==> src/rtl/vt52_uart_pkg.sv <==
// Shared UART definitions: software flow-control characters and the
// flow-control state encoding used by the receive buffer.
package vt52_uart_pkg;

    localparam logic [7:0] XON_CHAR  = 8'h11;
    localparam logic [7:0] XOFF_CHAR = 8'h13;

    typedef enum logic [1:0] {
        FC_ON,
        FC_SEND_XOFF,
        FC_OFF,
        FC_SEND_XON
    } fc_state_t;

endpackage

==> src/rtl/rx_flow_buffer_sync_fifo.sv <==
// sync_fifo: first-word-fall-through byte FIFO with a separate occupancy
// counter; the caller must never push while full or pop while empty.
module sync_fifo
    import vt52_uart_pkg::*;
#(
    parameter int DEPTH  = 64,
    parameter int ADDR_W = 6
) (
    input  logic              clk,
    input  logic              reset,
    input  logic              push,
    input  logic              pop,
    input  logic [7:0]        wr_data,
    output logic [7:0]        rd_data,
    output logic              full,
    output logic              empty,
    output logic [ADDR_W:0]   count
);

    localparam logic [ADDR_W:0]   FULL_COUNT = (ADDR_W+1)'(DEPTH);
    localparam logic [ADDR_W:0]   COUNT_ONE  = (ADDR_W+1)'(1);
    localparam logic [ADDR_W-1:0] PTR_ONE    = ADDR_W'(1);

    logic [7:0]        mem_reg [DEPTH];
    logic [ADDR_W-1:0] wr_ptr_reg;
    logic [ADDR_W-1:0] rd_ptr_reg;
    logic [ADDR_W:0]   count_reg;

    // Storage has no reset so it maps onto distributed/block RAM.
    always_ff @(posedge clk) begin
        if (push) begin
            mem_reg[wr_ptr_reg] <= wr_data;
        end
    end

    always_ff @(posedge clk) begin
        if (reset) begin
            wr_ptr_reg <= '0;
            rd_ptr_reg <= '0;
            count_reg  <= '0;
        end else begin
            if (push) begin
                wr_ptr_reg <= wr_ptr_reg + PTR_ONE;
            end
            if (pop) begin
                rd_ptr_reg <= rd_ptr_reg + PTR_ONE;
            end
            case ({push, pop})
                2'b10:   count_reg <= count_reg + COUNT_ONE;
                2'b01:   count_reg <= count_reg - COUNT_ONE;
                default: count_reg <= count_reg;
            endcase
        end
    end

    assign rd_data = mem_reg[rd_ptr_reg];
    assign full    = (count_reg == FULL_COUNT);
    assign empty   = (count_reg == '0);
    assign count   = count_reg;

endmodule

==> src/rtl/rx_flow_buffer.sv <==
// UART receive buffer with XON/XOFF generation on watermarks.
// Define RX_FLOW_REMOTE_XONXOFF_EN to consume host XON/XOFF into remote_paused.
module rx_flow_buffer
    import vt52_uart_pkg::*;
#(
    parameter int DEPTH      = 64,
    parameter int ADDR_W     = 6,
    parameter int HIGH_WATER = 48,
    parameter int LOW_WATER  = 16
) (
    input  logic              clk,
    input  logic              reset,
    input  logic [7:0]        in_data,
    input  logic              in_valid,
    output logic              in_ready,
    output logic [7:0]        out_data,
    output logic              out_valid,
    input  logic              out_ready,
    output logic [7:0]        fc_data,
    output logic              fc_valid,
    input  logic              fc_ready,
    output logic [ADDR_W:0]   count,
    output logic              overflow,
    output logic              remote_paused
);

    localparam logic [ADDR_W:0] HIGH_COUNT = (ADDR_W+1)'(HIGH_WATER);
    localparam logic [ADDR_W:0] LOW_COUNT  = (ADDR_W+1)'(LOW_WATER);

    logic      full;
    logic      empty;
    logic      push;
    logic      pop;
    logic      is_ctrl;
    logic      overflow_reg;
    fc_state_t state_reg;
    fc_state_t state_next;

`ifdef RX_FLOW_REMOTE_XONXOFF_EN
    logic remote_paused_reg;

    assign is_ctrl = (in_data == XON_CHAR) || (in_data == XOFF_CHAR);

    // Host flow-control bytes are swallowed, never stored or counted.
    always_ff @(posedge clk) begin
        if (reset) begin
            remote_paused_reg <= 1'b0;
        end else if (in_valid && in_ready && is_ctrl) begin
            remote_paused_reg <= (in_data == XOFF_CHAR);
        end
    end

    assign remote_paused = remote_paused_reg;
`else
    assign is_ctrl       = 1'b0;
    assign remote_paused = 1'b0;
`endif

    assign in_ready  = !full;
    assign out_valid = !empty;
    assign push      = in_valid && !full && !is_ctrl;
    assign pop       = out_valid && out_ready;

    sync_fifo #(
        .DEPTH  (DEPTH),
        .ADDR_W (ADDR_W)
    ) u_fifo (
        .clk     (clk),
        .reset   (reset),
        .push    (push),
        .pop     (pop),
        .wr_data (in_data),
        .rd_data (out_data),
        .full    (full),
        .empty   (empty),
        .count   (count)
    );

    always_ff @(posedge clk) begin
        if (reset) begin
            overflow_reg <= 1'b0;
        end else if (in_valid && full && !is_ctrl) begin
            overflow_reg <= 1'b1;
        end
    end

    assign overflow = overflow_reg;

    always_ff @(posedge clk) begin
        if (reset) begin
            state_reg <= FC_ON;
        end else begin
            state_reg <= state_next;
        end
    end

    // Watermarks are checked against the registered count, so a request
    // appears one cycle after the count update that crossed the threshold.
    always_comb begin
        state_next = state_reg;
        unique case (state_reg)
            FC_ON:        if (count >= HIGH_COUNT) state_next = FC_SEND_XOFF;
            FC_SEND_XOFF: if (fc_ready)            state_next = FC_OFF;
            FC_OFF:       if (count <= LOW_COUNT)  state_next = FC_SEND_XON;
            FC_SEND_XON:  if (fc_ready)            state_next = FC_ON;
            default:      state_next = FC_ON;
        endcase
    end

    // Decoded purely from the state register, so both outputs are glitch-free
    // and cannot change while a byte is pending.
    always_comb begin
        fc_valid = (state_reg == FC_SEND_XOFF) || (state_reg == FC_SEND_XON);
        fc_data  = ((state_reg == FC_SEND_XOFF) || (state_reg == FC_OFF)) ? XOFF_CHAR : XON_CHAR;
    end

endmodule

==> config.mk <==
export PLATFORM = sky130hd
export DESIGN_NAME = rx_flow_buffer
export DESIGN_NICKNAME = d
export VERILOG_FILES = /design/src/rtl/vt52_uart_pkg.sv /design/src/rtl/rx_flow_buffer_sync_fifo.sv /design/src/rtl/rx_flow_buffer.sv
export SDC_FILE = /design/constraint.sdc
export NUM_CORES = 1
export LEC_CHECK = 0
export ABC_AREA = 1
export BUFFER_PORTS_ARGS = -buffer_cell sky130_fd_sc_hd__buf_2
export CORE_ASPECT_RATIO = 1.4
export CORE_UTILIZATION = 25
export CTS_CLUSTER_SIZE = 25
export DETAILED_ROUTE_END_ITERATION = 10
export PLACE_DENSITY = 0.43
export SLEW_MARGIN = 20
export SYNTH_ARGS = -nofsm -noshare
export SYNTH_HDL_FRONTEND = slang
export SYNTH_SLANG_ARGS = --single-unit
==> constraint.sdc <==
create_clock -name clk -period 3.56 [get_ports clk]
set_clock_uncertainty 0.1 [all_clocks]
set_input_delay 0.178 -clock clk [delete_from_list [all_inputs] [get_ports clk]]
set_output_delay 0.178 -clock clk [all_outputs]
set_load 0.005 [all_outputs]
==> flow_summary.yaml <==
global_routing:
  groute.layer.met3.usage_pct: 1.86
  groute.usage.overall_pct: 13.7
  use_met1_pct: 16.4
  met2_track_usage_gr_pct: 24.6
  peak_usage_layer_in_the_global_routing_report: "met2"
  first_pass_grt_wire_length_mm: 95.2
  overflow: 0
  antenna_found_initial: 0
  via_count_of_the_first_global_routing_pass: 14816
  grt_max_degree: 115
placement:
  post-dp-hpwl_mm: 39.2
  routability_congestion: 0.818
  buffer_ports.inserted: 32
synth:
  synth-seq-cells: 540
  synth.yosys.seq_area_share_pct: 70.2
  synthCells: 2023
  synth-warning-count: 0
  netlist_area_mm2: 0.0227
  post_synth.cell_area_avg_um2: 11.2
  synth.distinct_cells: 35
die:
  boundaryPins: 41
  core_area_mm2: 0.0898
  core.rowCount: 130
  start_util_pct: 25.3
  floorplan.die.height_um: 358
  die_width_um: 257
  die_area_mm2: 0.0920
clocking:
  cts_num_sinks: 540
  htree_levels: 2
  clk-insertion-delay-late_ns: 0.60
  cts-buffers-inserted: 51
  library_cell_used_as_clock_root_buffer: "sky130_fd_sc_hd__clkbuf_16"
  clockBufferDepth: 3
  cts_setup_buffers: 0
  clk_transition_reported_paths_ns: 0.07
  cts_tree: "yes"
pwr:
  share_seq_of_total_power_pct: 44.1
  p_int_w: 0.0111
  combPwrFrac_pct: 23.4
  net-switching-power_w: 0.00522
  leakagePower_nw: 9.13
  worst_ir_drop_vdd_uv: 425
  power.share.switching_pct: 32.0
  power-per-cell-area_mw_per_mm2: 634
  power.clock.fraction_pct: 32.5
cells_and_area:
  layout_area_overhead_pct: 13.5
  drive_above_1_share_pct: 8.72
  final_core_utilization_pct: 28.7
  num-nets-final: 2081
  max_reg_flops: 512
  num-fill-cells: 9304
status:
  outcome: "finished, final reports clean"
detailed_routing:
  finalWirelength_mm: 63.2
  drt-initial-drc-count: 993
  drc: 0
  post_drt_wl_per_cell_um: 19.2
  antenna_viol_nets_final: 0
  vias_after_detailed_routing: 14703
  drt-vias-per-instance: 4.47
  initial_drt_pass_iterations: 5
worst_setup_path:
  crit_required_ns: 3.28
  crit_path_category: "reg2out"
  kind_of_capture_point_of_the_worst_setup_path: "output pin"
  crit_path_max_fanout: 56
  worst-endpoint-arrival_ns: 3.02
  setup.worst_path.start_class: "flop"
min_path:
  holdCritPathClass: "in2reg"
sta:
  totalNegativeSetupSlack_ns: 0
  setup_viol: 0
  drv_slew: 0
  relSlewSlack_pct: 30.9
  rsz0062_at_grt: "no"
  finalCriticalPeriod_ns: 3.30
  clock.fmax_ghz: 0.303
  timing_worst_slew_pin_value_ns: 1.04
  timing.final.crit_share_pct: 92.6
  timing_hold_violations_final: 0
run:
  max_cap_violations: 0
-- critical path: stages, from the launching register on --
cell and delay (ns):
sky130_fd_sc_hd__dfxtp_4 0.43, sky130_fd_sc_hd__inv_6 0.43, sky130_fd_sc_hd__buf_12 0.31, sky130_fd_sc_hd__nand2_1 0.07
sky130_fd_sc_hd__nand3_1 0.07, sky130_fd_sc_hd__nand3_1 0.14, sky130_fd_sc_hd__nand2_1 0.11, sky130_fd_sc_hd__nand2_1 0.06
sky130_fd_sc_hd__nand3_1 0.25, sky130_fd_sc_hd__nand3_1 0.21, sky130_fd_sc_hd__nand2_1 0.17, sky130_fd_sc_hd__buf_2 0.14
-- final cells by class --
cell class                      instances  area (um^2)  area share, %
Sequential cell                       540        15900           61.9
Multi-Input combinational cell       1317         5750           22.3
Tap cell                             1188         1490           5.77
Clock buffer                           68         1400           5.45
Timing Repair Buffer                   99          769           2.99
Inverter                               49          199          0.772
Clock inverter                         25          194          0.753
Antenna cell                            2         5.00         0.0194
-- per-stage QoR --
step	cell area, um^2	total power, W	hold slack (ns)	setup WS [ns]	std cells
final	25800	0.0163	0.0547	0.265	3288
after global routing	25700	0.0172	0.0759	0.0560	3286
after CTS	25700	0.0166	0.0673	0.156	3286
after detailed placement	24100	0.0112	0.333	0.595	3187
after global placement	24100	0.0112	0.330	0.654	3187
after floorplan	22700	0.00998	0.177	1.08	2029
-- synth_stat cells --
cell type,instances,area share (%)
sky130_fd_sc_hd__nand2_1,702,12
sky130_fd_sc_hd__edfxtp_1,512,68
sky130_fd_sc_hd__nand3_1,449,9.9
sky130_fd_sc_hd__nor2_1,84,1.4
sky130_fd_sc_hd__buf_2,47,1.0
sky130_fd_sc_hd__inv_1,44,0.73
sky130_fd_sc_hd__dfxtp_1,28,2.5
sky130_fd_sc_hd__buf_4,25,0.83
sky130_fd_sc_hd__buf_6,25,1.2
sky130_fd_sc_hd__a21oi_1,21,0.46
sky130_fd_sc_hd__buf_1,15,0.25
sky130_fd_sc_hd__o21ai_0,12,0.26
sky130_fd_sc_hd__ha_1,10,0.55
sky130_fd_sc_hd__clkbuf_1,9,0.15
sky130_fd_sc_hd__nand4_1,8,0.22
sky130_fd_sc_hd__xor2_1,5,0.19
sky130_fd_sc_hd__a21oi_2,3,0.12
sky130_fd_sc_hd__inv_2,3,0.050
sky130_fd_sc_hd__nor3_1,3,0.066
sky130_fd_sc_hd__conb_1,2,0.033
sky130_fd_sc_hd__xnor2_1,2,0.077
sky130_fd_sc_hd__a31oi_1,1,0.028
sky130_fd_sc_hd__buf_12,1,0.088
sky130_fd_sc_hd__buf_8,1,0.066
sky130_fd_sc_hd__inv_4,1,0.028
sky130_fd_sc_hd__inv_6,1,0.039
sky130_fd_sc_hd__nand3_2,1,0.044
sky130_fd_sc_hd__nand3b_1,1,0.033
sky130_fd_sc_hd__nand4_2,1,0.055
sky130_fd_sc_hd__nor2_4,1,0.050
sky130_fd_sc_hd__nor3_2,1,0.044
sky130_fd_sc_hd__o211ai_1,1,0.033
sky130_fd_sc_hd__o21ai_1,1,0.022
sky130_fd_sc_hd__o21bai_1,1,0.033
sky130_fd_sc_hd__or2_2,1,0.028
-- metal layers --
metal,up-vias,wire [um]
li1,7061,-
met1,7203,25900
met2,323,32000
met3,116,2710
met4,0,2530
met5,-,0
-- cells in the final DEF (no fill, tap or decap), drive strengths merged, types with 13 or more instances in the layout --
cell      n
a21oi    24
buf      93
clkbuf   68
clkinv   18
dfxtp    28
edfxtp  512
inv      50
nand2   702
nand3   450
nor2     85
o21ai    13
-- what timing repair did --
action	CTS	global route
endpoints found under the setup margin	0	1
resized for setup	0	1
hold buffers	6	0
hold endpoints to repair	30	0
-- power groups by stage --
stage / clock, W / combinational [W] / sequential [W]
finish: 0.00531 / 0.00381 / 0.00721
global route: 0.00564 / 0.00431 / 0.00722
CTS: 0.00546 / 0.00390 / 0.00721
floorplan: 0 / 0.00273 / 0.00726
detailed placement: 0 / 0.00388 / 0.00735
global placement: 0 / 0.00386 / 0.00734
-- worst paths after layout --
| check | depth (start not counted) | start | endpoint | slack (ns) |
|---|---|---|---|---|
| max | 11 | flop | out_data[5] | 0.26 |
| min reg2reg | 2 | state_reg[1]$_SDFFE_PP0P_ | state_reg[1]$_SDFFE_PP0P_ | 0.42 |
| min | 1 | in_data[6] | u_fifo.mem_reg[35][6]$_DFFE_PP_ | 0.05 |
| max reg2reg | 18 | u_fifo.count[4]$_SDFFE_PP0P_ | u_fifo.count[6]$_SDFFE_PP0P_ | 0.52 |
-- kinds of logic after synthesis --
family,after synthesis,synth area share (%)
adders and majority gates,10,0.551
other,2,0.0331
and+or+nand+nor,1252,23.4
DFF,540,70.2
buffers and inverters,172,4.50
xor gates and xnor gates,7,0.270
AOI/OAI and AO/OA,40,0.960
(Power assumes the default switching activity.)
